<file path="src/rtl/uart_tx.sv">
// UART transmit serialiser: pops FIFO words and shifts out start/data/parity/stop bits.
// tx goes low the cycle after in_pop. Pops only when idle and enabled, at most once per frame.
module uart_tx #(
    parameter int DATA_BITS = 8,
    parameter int DIV_WIDTH = 16
) (
    input  logic                 g_clk,
    input  logic                 g_reset,
    output logic                 g_clk_req,
    input  logic                 cfg_en,
    input  logic [DIV_WIDTH-1:0] cfg_div,
    input  logic                 cfg_parity_en,
    input  logic                 cfg_parity_odd,
    input  logic                 cfg_stop2,
    input  logic                 in_valid,
    input  logic [DATA_BITS-1:0] in_data,
    output logic                 in_pop,
    output logic                 tx,
    output logic                 busy
);
    localparam int IDX_W = (DATA_BITS > 1) ? $clog2(DATA_BITS) : 1;

    localparam logic [2:0] S_IDLE   = 3'd0;
    localparam logic [2:0] S_START  = 3'd1;
    localparam logic [2:0] S_DATA   = 3'd2;
    localparam logic [2:0] S_PARITY = 3'd3;
    localparam logic [2:0] S_STOP   = 3'd4;

    logic [2:0]           state_q, state_d;
    logic [DIV_WIDTH-1:0] cnt_q, cnt_d;
    logic [DIV_WIDTH-1:0] div_q, div_d;
    logic [IDX_W-1:0]     idx_q, idx_d;
    logic [DATA_BITS-1:0] shift_q, shift_d;
    logic                 par_bit_q, par_bit_d;
    logic                 par_en_q, par_en_d;
    logic                 stop2_q, stop2_d;
    logic                 stop_idx_q, stop_idx_d;
    logic                 tx_q, tx_d;
    logic [DIV_WIDTH-1:0] div_eff;
    logic [DIV_WIDTH-1:0] reload;

    assign div_eff   = (cfg_div == '0) ? DIV_WIDTH'(1) : cfg_div;
    assign reload    = div_q - DIV_WIDTH'(1);
    assign in_pop    = (state_q == S_IDLE) & cfg_en & in_valid & ~g_reset;
    assign busy      = (state_q != S_IDLE);
    assign g_clk_req = busy | (cfg_en & in_valid);
    assign tx        = tx_q;

    always_comb begin
        state_d    = state_q;
        cnt_d      = cnt_q;
        div_d      = div_q;
        idx_d      = idx_q;
        shift_d    = shift_q;
        par_bit_d  = par_bit_q;
        par_en_d   = par_en_q;
        stop2_d    = stop2_q;
        stop_idx_d = stop_idx_q;
        tx_d       = 1'b1;

        case (state_q)
            S_IDLE: begin
                if (in_pop) begin
                    state_d   = S_START;
                    cnt_d     = div_eff - DIV_WIDTH'(1);
                    div_d     = div_eff;
                    shift_d   = in_data;
                    par_bit_d = (^in_data) ^ cfg_parity_odd;
                    par_en_d  = cfg_parity_en;
                    stop2_d   = cfg_stop2;
                end
            end
            S_START: begin
                if (cnt_q == '0) begin
                    state_d = S_DATA;
                    cnt_d   = reload;
                    idx_d   = '0;
                end else begin
                    cnt_d = cnt_q - DIV_WIDTH'(1);
                end
            end
            S_DATA: begin
                if (cnt_q == '0) begin
                    cnt_d = reload;
                    if (idx_q == IDX_W'(DATA_BITS - 1)) begin
                        state_d    = par_en_q ? S_PARITY : S_STOP;
                        stop_idx_d = 1'b0;
                    end else begin
                        idx_d   = idx_q + IDX_W'(1);
                        shift_d = shift_q >> 1;
                    end
                end else begin
                    cnt_d = cnt_q - DIV_WIDTH'(1);
                end
            end
            S_PARITY: begin
                if (cnt_q == '0) begin
                    state_d    = S_STOP;
                    cnt_d      = reload;
                    stop_idx_d = 1'b0;
                end else begin
                    cnt_d = cnt_q - DIV_WIDTH'(1);
                end
            end
            S_STOP: begin
                if (cnt_q == '0) begin
                    if (stop2_q && !stop_idx_q) begin
                        stop_idx_d = 1'b1;
                        cnt_d      = reload;
                    end else begin
                        state_d = S_IDLE;
                    end
                end else begin
                    cnt_d = cnt_q - DIV_WIDTH'(1);
                end
            end
            default: state_d = S_IDLE;
        endcase

        // tx is registered from the next state so the line tracks state_q exactly.
        case (state_d)
            S_START:  tx_d = 1'b0;
            S_DATA:   tx_d = shift_d[0];
            S_PARITY: tx_d = par_bit_d;
            default:  tx_d = 1'b1;
        endcase
    end

    always_ff @(posedge g_clk) begin
        if (g_reset) begin
            state_q    <= S_IDLE;
            cnt_q      <= '0;
            div_q      <= '0;
            idx_q      <= '0;
            shift_q    <= '0;
            par_bit_q  <= 1'b0;
            par_en_q   <= 1'b0;
            stop2_q    <= 1'b0;
            stop_idx_q <= 1'b0;
            tx_q       <= 1'b1;
        end else begin
            state_q    <= state_d;
            cnt_q      <= cnt_d;
            div_q      <= div_d;
            idx_q      <= idx_d;
            shift_q    <= shift_d;
            par_bit_q  <= par_bit_d;
            par_en_q   <= par_en_d;
            stop2_q    <= stop2_d;
            stop_idx_q <= stop_idx_d;
            tx_q       <= tx_d;
        end
    end
endmodule

</file>
<file path="config.mk">
export PLATFORM = sky130hd
export DESIGN_NAME = uart_tx
export DESIGN_NICKNAME = d
export VERILOG_FILES = /design/src/rtl/uart_tx.sv
export SDC_FILE = /design/constraint.sdc
export NUM_CORES = 1
export LEC_CHECK = 0
export CORE_MARGIN = 2
export CORE_UTILIZATION = 35
export DETAILED_ROUTE_END_ITERATION = 8
export PLACE_DENSITY = 0.66
export RECOVER_POWER = 25
export SLEW_MARGIN = 20
export SYNTH_ARGS = -nofsm -noshare
export SYNTH_HDL_FRONTEND = slang
export SYNTH_SLANG_ARGS = --single-unit
</file>
<file path="constraint.sdc">
create_clock -name g_clk -period 2.94 [get_ports g_clk]
set_clock_uncertainty 0.05 [all_clocks]
set_input_delay 0.588 -clock g_clk [delete_from_list [all_inputs] [get_ports g_clk]]
set_output_delay 0.588 -clock g_clk [all_outputs]
set_load 0.02 [all_outputs]
</file>
==> results of run 1 <==
[power by group through the flow]
stage               clock network, mW  registers, mW  logic [mW]
floorplan                           0          0.773       0.260
global placement                    0          0.779       0.467
detailed placement                  0          0.779       0.476
CTS                             0.533          0.765       0.498
global route                    0.565          0.776       0.580
finish                          0.532          0.771       0.533
[synthesized netlist by cell type (5+ instances only)]
cell,count
nor4_1,5
a211oi_1,8
o21ai_0,34
inv_1,6
a31oi_1,8
xnor2_1,12
nor3_1,11
a222oi_1,7
clkbuf_1,15
nand2_1,57
dfxtp_1,51
nor2_1,50
a21oi_1,17
or3_1,6
mux2i_1,5
a311oi_1,8
[worst max-delay path: stages]
cell,delay (ns)
dlygate4sd2_1,0.27
nor4_2,0.30
a41oi_2,0.17
buf_4,0.17
buf_4,0.12
buf_4,0.12
buf_4,0.12
buf_4,0.12
buf_4,0.12
buf_4,0.12
buf_4,0.12
buf_4,0.12
buf_4,0.12
buf_4,0.12
buf_4,0.12
buf_4,0.13
mux2i_1,0.14
[worst paths after layout]
kind,end,slack [ns],depth (start not counted)
hold reg to reg,div_q[13]$_SDFFE_PP0P_,0.42,2
setup reg to reg,cnt_q[14]$_SDFFE_PP0P_,0.03,11
hold / removal,div_q[13]$_SDFFE_PP0P_,0.42,2
setup / recovery,div_q[0]$_SDFFE_PP0P_,0.02,17
[timing repair]
item | in CTS | in global routing
hold buffers | 0 | 0
setup buffers | 17 | 2
gates resized for setup | 27 | 31
endpoints found under the setup margin | 17 | 17
cloned | 0 | 0
pin swaps | 7 | 8
hold endpoints to repair | 0 | 0
[through the flow]
step / area (um2) / cells / utilization [%] / total power, mW
2_1_floorplan: 2823 / 367 / - / 1.034
3_3_place_gp: 3606 / 535 / 46.42 / 1.246
3_5_place_dp: 3606 / 535 / 46.42 / 1.255
4_1_cts: 3885 / 560 / 50.02 / 1.796
5_1_grt: 3989 / 562 / 51.35 / 1.921
6_report: 3989 / 562 / 51.35 / 1.836
[layout make-up]
type	count	area share [%]
inverters	7	0.6587
well taps	102	3.199
repair buffers	111	22.90
flip-flops and latches	51	26.00
clock buffers	5	1.725
clock inverters	3	1.192
multi-input cells	283	44.32
[cells by family (layout without fill, tap and decap cells)]
group	after synthesis	after routing	synth area share (%)
buf+inv	33	126	5.368
compound gates	103	103	24.14
simple gates	157	157	26.53
mux	5	5	1.775
fa+ha+maj	3	3	1.331
xor+xnor	15	15	4.659
flops	51	51	36.20
[registers in the layout, summed over array words and instances (netlist names)]
name and cells:
stop_idx_q 1, cnt_q 16, state_q 3, par_bit_q 1, shift_q 8, stop2_q 1
par_en_q 1, div_q 16, tx 1, idx_q 3
[routing by layer]
layer	wire, um	part of all wire [%]	up-vias	global-route usage [%]
li1	-	-	1509	-
met1	3936	44	1462	26.02
met2	4233	48	119	33.75
met3	452	5.1	20	3.291
met4	269	3.0	0	9.058
met5	0	0	-	0
==> metrics.yaml, run 1 <==
syn-num-nets: 401
wire_per_inst_um: 15.82
drc: 0
p_int_mw: 1.255
antenna_found_initial: 0
cts_num_sinks: 51
design.core.area_um2: 7767
p_sw_mw: 0.5815
synth_edf_count: 0
sw_frac_of_total_pct: 31.67
dieWidth_um: 93.77
synth_area_um2: 2820
maxSlewHeadroom_pct: 47.97
clk_latency_ns: 0.32
viasPerCell: 5.534
synth_top_area_cell: "dfxtp_1"
synthCells: 367
status: "finished, final reports clean"
clkPwrFrac_pct: 29.0
clk_pin_slew_worst_paths_ns: 0.11
place_congestion: 0.8966
max-cap-violations: 0
start_util_pct: 36.31
fmax_mhz: 342.8
wl_mm: 8.891
yosysTopAreaCellShare_pct: 36.20
cp.arrival_ns: 3.11
power_leakage_nw: 1.563
cts_buffer_depth: 2
setup_slack_ns: 0.02289
hold_viol_final: 0
synth.area.top_cells: "dfxtp_1 36%, nand2_1 7.6%, nor2_1 6.7%"
nets: 493
grt_remaining_overflow: 0
synth_cell_types: 56
rsz0062_at_grt: "yes"
cts_max_level: 2
path_max_fanout: 2
place_ws_ns: -0.5162
multiInputGateArea_um2: 1768
setup_viol: 0
hpwl_mm: 6.156
cts_buffers: 5
cts-root-buf: "clkbuf_8"
io_pins: 35
crit_required_ns: 3.13
drt_iter0_drc: 340
cts_tree: "done"
design.die.area_um2: 8792
hold_class: "reg -> reg"
synth_area_per_cell_um2: 7.684
nFillCells: 754
maxSlewViolCount: 0
combPwrFrac_pct: 29.0
worstSetupStartpointType: "input pin"
crit_type: "in -> reg"
area_growth_syn_to_layout_pct: 41.44
synth_top_flop_cell: "dfxtp_1"
fin_crit_sh_pct: 99.22
grt_max_degree: 47
whs_ns: 0.4202
p_seq_share_pct: 42.0
peakVddDrop_mv: 0.2136
p_per_area_nw_per_um2: 460.3
ys_seq_elements: 51
final_common_cell: "buf_4"
seqCellArea_um2: 1037
grt_pass1_wl_mm: 14.22
fp.dieH_um: 93.77
num_vias: 3110
antenna_cells: 0
fin_tns_setup_ns: 0
worstSetupEndpointType: "flip-flop"
r2r_start: "cnt_q[11]$_SDFFE_PP0P_"
async_flop_share_pct: 0
layout_common_cells: "75 x buf_4, 56 x nand2_1, 50 x nor2_1, 40 x dfxtp_1, 34 x o21ai_0"
placement.io_buffers: 34
hp-start: "div_q[13]$_SDFFE_PP0P_"
track_usage_pct: 20.38
fin_crit_ns: 2.917
grt_pass1_vias: 2958
ys_seq_area_share_pct: 36.20
rows: 32
drive_gt1_share_pct: 28.04
drt_pass1_iterations: 5
worst_pin_slew_ns: 0.7695
yosysWarningCount: 0
ant_nets: 0
startpoint: "cfg_div[2]"
No activity file was read; power rests on OpenSTA's default activity.
==> run 2, diff against run 1 <==
--- a/config.mk
+++ b/config.mk
@@ -5,6 +5,7 @@
 export SDC_FILE = /design/constraint.sdc
 export NUM_CORES = 1
 export LEC_CHECK = 0
+export ABC_CLOCK_PERIOD_IN_PS = 2940
 export CORE_MARGIN = 2
 export CORE_UTILIZATION = 35
 export DETAILED_ROUTE_END_ITERATION = 8
==> results of run 2 <==
Final layout, timing and power as in run 1 (identical DEF).
==> run 3, diff against run 2 <==
--- a/config.mk
+++ b/config.mk
@@ -9,9 +9,11 @@
 export CORE_MARGIN = 2
 export CORE_UTILIZATION = 35
 export DETAILED_ROUTE_END_ITERATION = 8
+export GPL_ROUTABILITY_DRIVEN = 0
 export PLACE_DENSITY = 0.66
 export RECOVER_POWER = 25
 export SLEW_MARGIN = 20
 export SYNTH_ARGS = -nofsm -noshare
 export SYNTH_HDL_FRONTEND = slang
 export SYNTH_SLANG_ARGS = --single-unit
+export TNS_END_PERCENT = 50
==> results of run 3 <==
Final layout, timing and power as in run 1 (identical DEF).
